--- src/rtl/ispm_loader_if.sv ---
// Byte-stream input and BRAM write/read port bundle for ispm_loader.
// master = loader side, slave = stream source / BRAM side.
interface ispm_loader_if #(
    parameter int DATA = 32,
    parameter int ADDR = 10
);
    logic            in_valid;
    logic            in_ready;
    logic [7:0]      in_data;
    logic            bram_wr;
    logic [ADDR-1:0] bram_addr;
    logic [DATA-1:0] bram_din;
    logic [DATA-1:0] bram_dout;

    modport master (
        input  in_valid, in_data, bram_dout,
        output in_ready, bram_wr, bram_addr, bram_din
    );

    modport slave (
        output in_valid, in_data, bram_dout,
        input  in_ready, bram_wr, bram_addr, bram_din
    );
endinterface

--- src/rtl/ispm_loader.sv ---
// Boot-time byte-stream loader for the instruction scratchpad BRAM; holds the core until a good frame lands.
// Define ISPM_LOADER_VERIFY_EN to add a read-back checksum pass (VERIFY) before releasing the core.
module ispm_loader #(
    parameter int DATA = 32,
    parameter int ADDR = 10
) (
    input  logic          clk,
    input  logic          rst_n,
    input  logic          start,
    ispm_loader_if.master bus,
    output logic          hold_core,
    output logic          done,
    output logic          error
);
    // state  | meaning
    // IDLE   | hunting for 0xA5 magic, other bytes dropped
    // LEN0   | expecting word count low byte
    // LEN1   | expecting word count high byte
    // DATA   | assembling words, one BRAM write per BPW bytes
    // CSUM   | expecting checksum byte
    // VERIFY | reading the image back and re-summing (option only)
    // DONE   | image loaded, core released
    // ERR    | load failed, core held
    localparam int BPW = DATA / 8;
    localparam int BW  = (BPW > 1) ? $clog2(BPW) : 1;
    localparam logic [16:0] CAP = 17'd1 << ADDR;

    typedef enum logic [2:0] {
        S_IDLE, S_LEN0, S_LEN1, S_DATA, S_CSUM,
`ifdef ISPM_LOADER_VERIFY_EN
        S_VERIFY,
`endif
        S_DONE, S_ERR
    } state_t;

    state_t          state, state_nx, csum_nx;
    logic [7:0]      len_lo;
    logic [15:0]     len;
    logic [15:0]     n_full;
    logic [16:0]     word_idx;
    logic [BW-1:0]   byte_cnt;
    logic [DATA-1:0] word, word_nx;
    logic [7:0]      sum;
    logic            last_wr;
    logic            acc, tail, csum_ok, byte_last;

    assign bus.in_ready = (state == S_IDLE) || (state == S_LEN0) || (state == S_LEN1) ||
                          (state == S_DATA) || (state == S_CSUM);
    assign acc       = bus.in_valid && bus.in_ready;
    assign n_full    = {bus.in_data, len_lo};
    assign byte_last = (byte_cnt == BW'(BPW - 1));
    // Write cycle of the final word: a byte accepted here is already the checksum.
    assign tail      = (state == S_DATA) && bus.bram_wr && last_wr;
    assign csum_ok   = (bus.in_data == sum);

`ifdef ISPM_LOADER_VERIFY_EN
    logic [16:0] rd_idx, vcyc;
    logic [7:0]  vsum, dout_sum, vsum_fin;

    always_comb begin
        dout_sum = 8'd0;
        for (int b = 0; b < BPW; b++) dout_sum = dout_sum + bus.bram_dout[b*8 +: 8];
    end
    assign vsum_fin = vsum + dout_sum;
    assign csum_nx  = !csum_ok ? S_ERR : ((len == 16'd0) ? S_DONE : S_VERIFY);
`else
    logic unused_dout;
    assign unused_dout = ^bus.bram_dout;
    assign csum_nx     = csum_ok ? S_DONE : S_ERR;
`endif

    always_comb begin
        word_nx = word;
        for (int b = 0; b < BPW; b++)
            if (byte_cnt == BW'(b)) word_nx[b*8 +: 8] = bus.in_data;
    end

    always_ff @(posedge clk or negedge rst_n) begin
        if (!rst_n) state <= S_IDLE;
        else        state <= state_nx;
    end

    always_comb begin
        state_nx = state;
        if (start) begin
            state_nx = S_IDLE;
        end else begin
            case (state)
                S_IDLE: if (acc && bus.in_data == 8'hA5) state_nx = S_LEN0;
                S_LEN0: if (acc) state_nx = S_LEN1;
                S_LEN1: if (acc) begin
                    if ({1'b0, n_full} > CAP)  state_nx = S_ERR;
                    else if (n_full == 16'd0)  state_nx = S_CSUM;
                    else                       state_nx = S_DATA;
                end
                S_DATA: if (tail) state_nx = acc ? csum_nx : S_CSUM;
                S_CSUM: if (acc) state_nx = csum_nx;
`ifdef ISPM_LOADER_VERIFY_EN
                S_VERIFY: if (vcyc == {1'b0, len}) state_nx = (vsum_fin == sum) ? S_DONE : S_ERR;
`endif
                default: ;
            endcase
        end
    end

    always_ff @(posedge clk or negedge rst_n) begin
        if (!rst_n) begin
            len_lo        <= '0;
            len           <= '0;
            word_idx      <= '0;
            byte_cnt      <= '0;
            word          <= '0;
            sum           <= '0;
            last_wr       <= 1'b0;
            bus.bram_wr   <= 1'b0;
            bus.bram_addr <= '0;
            bus.bram_din  <= '0;
            hold_core     <= 1'b1;
            done          <= 1'b0;
            error         <= 1'b0;
`ifdef ISPM_LOADER_VERIFY_EN
            rd_idx        <= '0;
            vcyc          <= '0;
            vsum          <= '0;
`endif
        end else begin
            bus.bram_wr <= 1'b0;
            if (start) begin
                done  <= 1'b0;
                error <= 1'b0;
            end else begin
                case (state)
                    S_IDLE: if (acc && bus.in_data == 8'hA5) begin
                        word_idx      <= '0;
                        byte_cnt      <= '0;
                        sum           <= '0;
                        bus.bram_addr <= '0;
                        hold_core     <= 1'b1;
                        done          <= 1'b0;
                        error         <= 1'b0;
                    end
                    S_LEN0: if (acc) len_lo <= bus.in_data;
                    S_LEN1: if (acc) len <= n_full;
                    S_DATA: if (acc && !tail) begin
                        word <= word_nx;
                        sum  <= sum + bus.in_data;
                        if (byte_last) begin
                            byte_cnt      <= '0;
                            bus.bram_wr   <= 1'b1;
                            bus.bram_addr <= word_idx[ADDR-1:0];
                            bus.bram_din  <= word_nx;
                            word_idx      <= word_idx + 17'd1;
                            last_wr       <= (word_idx + 17'd1 == {1'b0, len});
                        end else begin
                            byte_cnt <= byte_cnt + BW'(1);
                        end
                    end
`ifdef ISPM_LOADER_VERIFY_EN
                    S_VERIFY: begin
                        if (rd_idx < {1'b0, len}) begin
                            bus.bram_addr <= rd_idx[ADDR-1:0];
                            rd_idx        <= rd_idx + 17'd1;
                        end
                        if (vcyc != 17'd0) vsum <= vsum_fin;
                        vcyc <= vcyc + 17'd1;
                    end
`endif
                    default: ;
                endcase
`ifdef ISPM_LOADER_VERIFY_EN
                if (state_nx == S_VERIFY && state != S_VERIFY) begin
                    bus.bram_addr <= '0;
                    rd_idx        <= 17'd1;
                    vcyc          <= '0;
                    vsum          <= '0;
                end
`endif
                if (state_nx == S_DONE && state != S_DONE) begin
                    done      <= 1'b1;
                    hold_core <= 1'b0;
                end
                if (state_nx == S_ERR && state != S_ERR) begin
                    error     <= 1'b1;
                    hold_core <= 1'b1;
                end
            end
        end
    end
endmodule

--- src/flat_wrapper.sv ---
// flat-port wrapper written by rule: the top's interface ports become plain ports
module ispm_loader_flat 
#(
    parameter int DATA = 32,
    parameter int ADDR = 10
)
  (clk, rst_n, start, hold_core, done, error, bus_in_valid, bus_in_data, bus_bram_dout, bus_in_ready, bus_bram_wr, bus_bram_addr, bus_bram_din);
  ispm_loader_if #(.DATA(DATA), .ADDR(ADDR)) bus_i ();
  input  logic clk;
  input  logic rst_n;
  input  logic start;
  output logic hold_core;
  output logic done;
  output logic error;
  input wire logic [$bits(bus_i.in_valid)-1:0] bus_in_valid;
  input wire logic [$bits(bus_i.in_data)-1:0] bus_in_data;
  input wire logic [$bits(bus_i.bram_dout)-1:0] bus_bram_dout;
  output wire logic [$bits(bus_i.in_ready)-1:0] bus_in_ready;
  output wire logic [$bits(bus_i.bram_wr)-1:0] bus_bram_wr;
  output wire logic [$bits(bus_i.bram_addr)-1:0] bus_bram_addr;
  output wire logic [$bits(bus_i.bram_din)-1:0] bus_bram_din;
  assign bus_i.in_valid = bus_in_valid;
  assign bus_i.in_data = bus_in_data;
  assign bus_i.bram_dout = bus_bram_dout;
  assign bus_in_ready = bus_i.in_ready;
  assign bus_bram_wr = bus_i.bram_wr;
  assign bus_bram_addr = bus_i.bram_addr;
  assign bus_bram_din = bus_i.bram_din;
  ispm_loader #(.DATA(DATA), .ADDR(ADDR)) u_core (.clk(clk), .rst_n(rst_n), .start(start), .bus(bus_i), .hold_core(hold_core), .done(done), .error(error));
endmodule
--- config.mk ---
export PLATFORM = sky130hd
export DESIGN_NAME = ispm_loader_flat
export DESIGN_NICKNAME = d
export VERILOG_FILES = /design/src/rtl/ispm_loader_if.sv /design/src/rtl/ispm_loader.sv /design/src/flat_wrapper.sv
export SDC_FILE = /design/constraint.sdc
export NUM_CORES = 1
export LEC_CHECK = 0
export ABC_AREA = 1
export BUFFER_PORTS_ARGS = -buffer_cell sky130_fd_sc_hd__buf_2
export CORE_ASPECT_RATIO = 2
export CORE_MARGIN = 2
export CORE_UTILIZATION = 45
export DETAILED_ROUTE_END_ITERATION = 12
export PLACE_DENSITY = 0.68
export SLEW_MARGIN = 40
export SYNTH_ARGS = -nofsm -noshare
export SYNTH_HDL_FRONTEND = slang
export SYNTH_SLANG_ARGS = --single-unit
--- constraint.sdc ---
create_clock -name clk -period 1.8 [get_ports clk]
set_input_delay 0.18 -clock clk [delete_from_list [all_inputs] [get_ports clk]]
set_output_delay 0.18 -clock clk [all_outputs]
set_load 0.005 [all_outputs]
==> flow_metrics.env <==
export IMPL_ioPinCount=91
export IMPL_first_pass_iters=7
export IMPL_end_kind="flip-flop"
export IMPL_yosys_register_bits=125
export IMPL_htreeDepth=4
export IMPL_finalMaxSlewViolations=0
export IMPL_clk_latency_ps=420
export IMPL_vias=5524
export IMPL_setup_viol=5
export IMPL_grt_setup_unrepaired="yes"
export IMPL_hold_viol=0
export IMPL_powerDensity_nw_per_um2=869
export IMPL_wirelength_um=15700
export IMPL_hold_class="input pin to flip-flop"
export IMPL_yosysUniqueCellTypes=36
export IMPL_fp_row_count=61
export IMPL_cts_inserted_buffers=17
export IMPL_cp_arrival_ps=2400
export IMPL_place_port_buffers=58
export IMPL_overflow=0
export IMPL_fin_skew_ps=7.20
export IMPL_cts_sinks=125
export IMPL_intPower_mw=5.27
export IMPL_place_hpwl_um=10000
export IMPL_grt_pass1_vias=5262
export IMPL_seq_power_share=0.434
export IMPL_start_kind="flip-flop"
export IMPL_initial_core_util=0.455
export IMPL_gp_congestion=0.872
export IMPL_clk_pin_slew_ps=50
export IMPL_critical_path_required_ps=2160
export IMPL_yosysSeqAreaShare=0.500
export IMPL_grt_pass1_wl_um=25000
export IMPL_max_slew_margin=0.674
export IMPL_power_frac_comb=0.099
export IMPL_die_area_um2=14900
export IMPL_syn_nets=843
export IMPL_antenna_cells=0
export IMPL_p_sw_mw=1.70
export IMPL_area_delta_synth_final_pct=28.2
export IMPL_fin_crit_sh=1.14
export IMPL_worstSetupPathType="flip-flop to flip-flop"
export IMPL_synthCells=786
export IMPL_r2r_slack_ps=-250
export IMPL_drt_wirelength_per_cell_um=14.7
export IMPL_ys_warn_count=0
export IMPL_seq_area_um2=3130
export IMPL_power_total_mw=6.97
export IMPL_cts_buffer_depth=2
export IMPL_drtAntennaViolNets=0
export IMPL_grtUsageTotal=0.214
export IMPL_switching_share=0.244
export IMPL_maxCapViolCount=0
export IMPL_worst_slack_ps=-248
export IMPL_multiInputGateArea_um2=2850
export IMPL_status="finished with violations"
export IMPL_min_period_ps=2050
export IMPL_cts_root_buf="clkbuf_16"
export IMPL_crit_fanout=2
export IMPL_drt_initial_drc_count=443
export IMPL_synthesis_area_um2=6250
export IMPL_syn_mean_instance_area_um2=7.96
export IMPL_antenna_found_initial=0
export IMPL_drc=0
export IMPL_yosys_area_top_type="dfrtp_1"
export IMPL_ys_top_cells_by_area="dfrtp_1, nand2_1, o21ai_0"
export IMPL_cts_tree="yes"
export IMPL_final_util=0.584
export IMPL_synthArstFlopShare=1.00
export IMPL_die_w_um=87.4
export IMPL_pwr_share_clk=0.467
export IMPL_violations="negative setup slack"
export IMPL_p_leak_nw=4.26
export IMPL_vdd_drop_max_mv=0.612
export IMPL_core_um2=13700
export IMPL_fill_cells=1205
export IMPL_synth_top_area_share=0.496
export IMPL_dieHeight_um=171
export IMPL_final_nets=958
export IMPL_tightest_slew_ps=489
export IMPL_drive_gt1_frac=0.239
export IMPL_grt_max_degree=53
export IMPL_synth_edff_count=0
export IMPL_max_freq_mhz=488
export IMPL_avgViaCountPerCell=5.17
export IMPL_synth_flop_cell="dfrtp_1"
[flip-flops by register name, summed over array words and instances, names as in the netlist]
| name | flops |
|---|---|
| u_core.word | 24 |
| u_core.len | 16 |
| u_core.last_wr | 1 |
| u_core.byte_cnt | 2 |
| u_core.hold_core | 1 |
| u_core.bus.bram_wr | 1 |
| u_core.done | 1 |
| u_core.len_lo | 8 |
| u_core.state | 3 |
| u_core.bus.bram_addr | 10 |
| u_core.bus.bram_din | 32 |
| u_core.word_idx | 17 |
| u_core.sum | 8 |
| u_core.error | 1 |
[power groups by stage]
stage	combinational (mW)	clock, mW	sequential, mW
after global routing	0.787	3.42	3.03
after CTS	0.645	3.29	3.02
after global placement	0.600	0	3.06
final	0.693	3.25	3.02
after floorplan	0.362	0	3.05
after detailed placement	0.615	0	3.06
[layer usage]
layer,GRT usage,wire length [um]
met5,0,0
met3,0.0444,715
met4,0.0816,413
met1,0.277,6710
met2,0.348,7820
[placed cells by master, fill, tap and decap left out, types with 7 or more instances in the layout]
cell / instances
ha_4: 7
inv_2: 7
nand2_2: 9
nor2_1: 51
a21oi_1: 8
buf_2: 57
dfrtp_1: 121
nand3_1: 24
o21ai_0: 74
inv_1: 91
clkbuf_16: 18
nor2_2: 8
buf_12: 8
nand4_1: 7
buf_4: 53
nor2_4: 8
o22ai_1: 22
nand2_1: 262
[worst max-delay path: stages, from the launching register on]
cell,delay (ps)
dfrtp_1,420
ha_4,180
fa_2,350
nand2_2,80
inv_2,30
o21ai_1,110
and2_1,160
inv_2,50
nand2_2,60
inv_2,40
nor2_2,70
nor2_1,40
nor2_1,90
inv_1,60
a21oi_1,110
o21ai_1,70
nand2_1,60
[logic make-up after synthesis]
family / Yosys count / synth area share
AOI/OAI and AO/OA: 122 / 0.108
adders and majority gates: 13 / 0.0272
xor gates and xnor gates: 14 / 0.0218
DFF: 125 / 0.500
buffers and inverters: 125 / 0.0812
muxes: 4 / 0.00720
and+or+nand+nor: 383 / 0.254
[synth_stat cells, types with 2 or more instances]
library cell    n
nor2_4          3
xor2_1          7
inv_1          94
a21oi_1        13
nor3_1          2
nor2_8          2
nor2_1         59
ha_1           12
o21ai_0        79
dfrtp_1       124
a22o_1          2
o21ai_1         2
inv_2           5
nand4_1         7
mux2_2          4
o22ai_1        22
nand2_2         3
and2_1          2
nand2_1       269
nor2_2          5
clkbuf_1        9
buf_4           5
buf_2          10
nand3_1        29
xnor2_1         6
[stage by stage]
stage          TNS, ps  setup WS, ps  std cells  cell area [um^2]  hold WS, ps
2_1_floorplan    -42.8         -42.8        786              6260         -116
3_3_place_gp      -269          -140       1023              7070          175
3_5_place_dp      -669          -174       1023              7070          181
4_1_cts           -243          -170       1061              7770          122
5_1_grt          -3220          -380       1069              8020          148
6_report          -475          -248       1069              8020          142
[path summary, 6_finish.rpt]
path	startpoint	end	cells past startpoint
worst max-delay path	u_core.sum[0]	u_core.sum[6]	16
min in group asynchronous	rst_n	u_core.bus.bram_din[13]	2
worst min register to register	u_core.bus.bram_din[31]	u_core.bus.bram_din[31]	2
worst min-delay path	bus_in_data[7]	u_core.bus.bram_din[31]	3
worst max register to register	u_core.sum[0]	u_core.sum[6]	16
max in group asynchronous	rst_n	u_core.word[13]	3
[layout make-up]
class / instances / share of cell area
Inverter: 99 / 0.0470
Timing Repair Buffer: 122 / 0.112
Tap cell: 157 / 0.0245
Multi-Input combinational cell: 536 / 0.355
Sequential cell: 125 / 0.391
Clock buffer: 24 / 0.0626
Clock inverter: 6 / 0.00749
[timing repair]
action / CTS / global route
buffers inserted: 6 / 8
cloned: 0 / 1
hold endpoints to repair: 32 / 0
pin swaps: 8 / 24
resized for setup: 17 / 40
setup endpoints to repair: 34 / 70
hold buffers: 2 / 0
(Power assumes the default switching activity.)
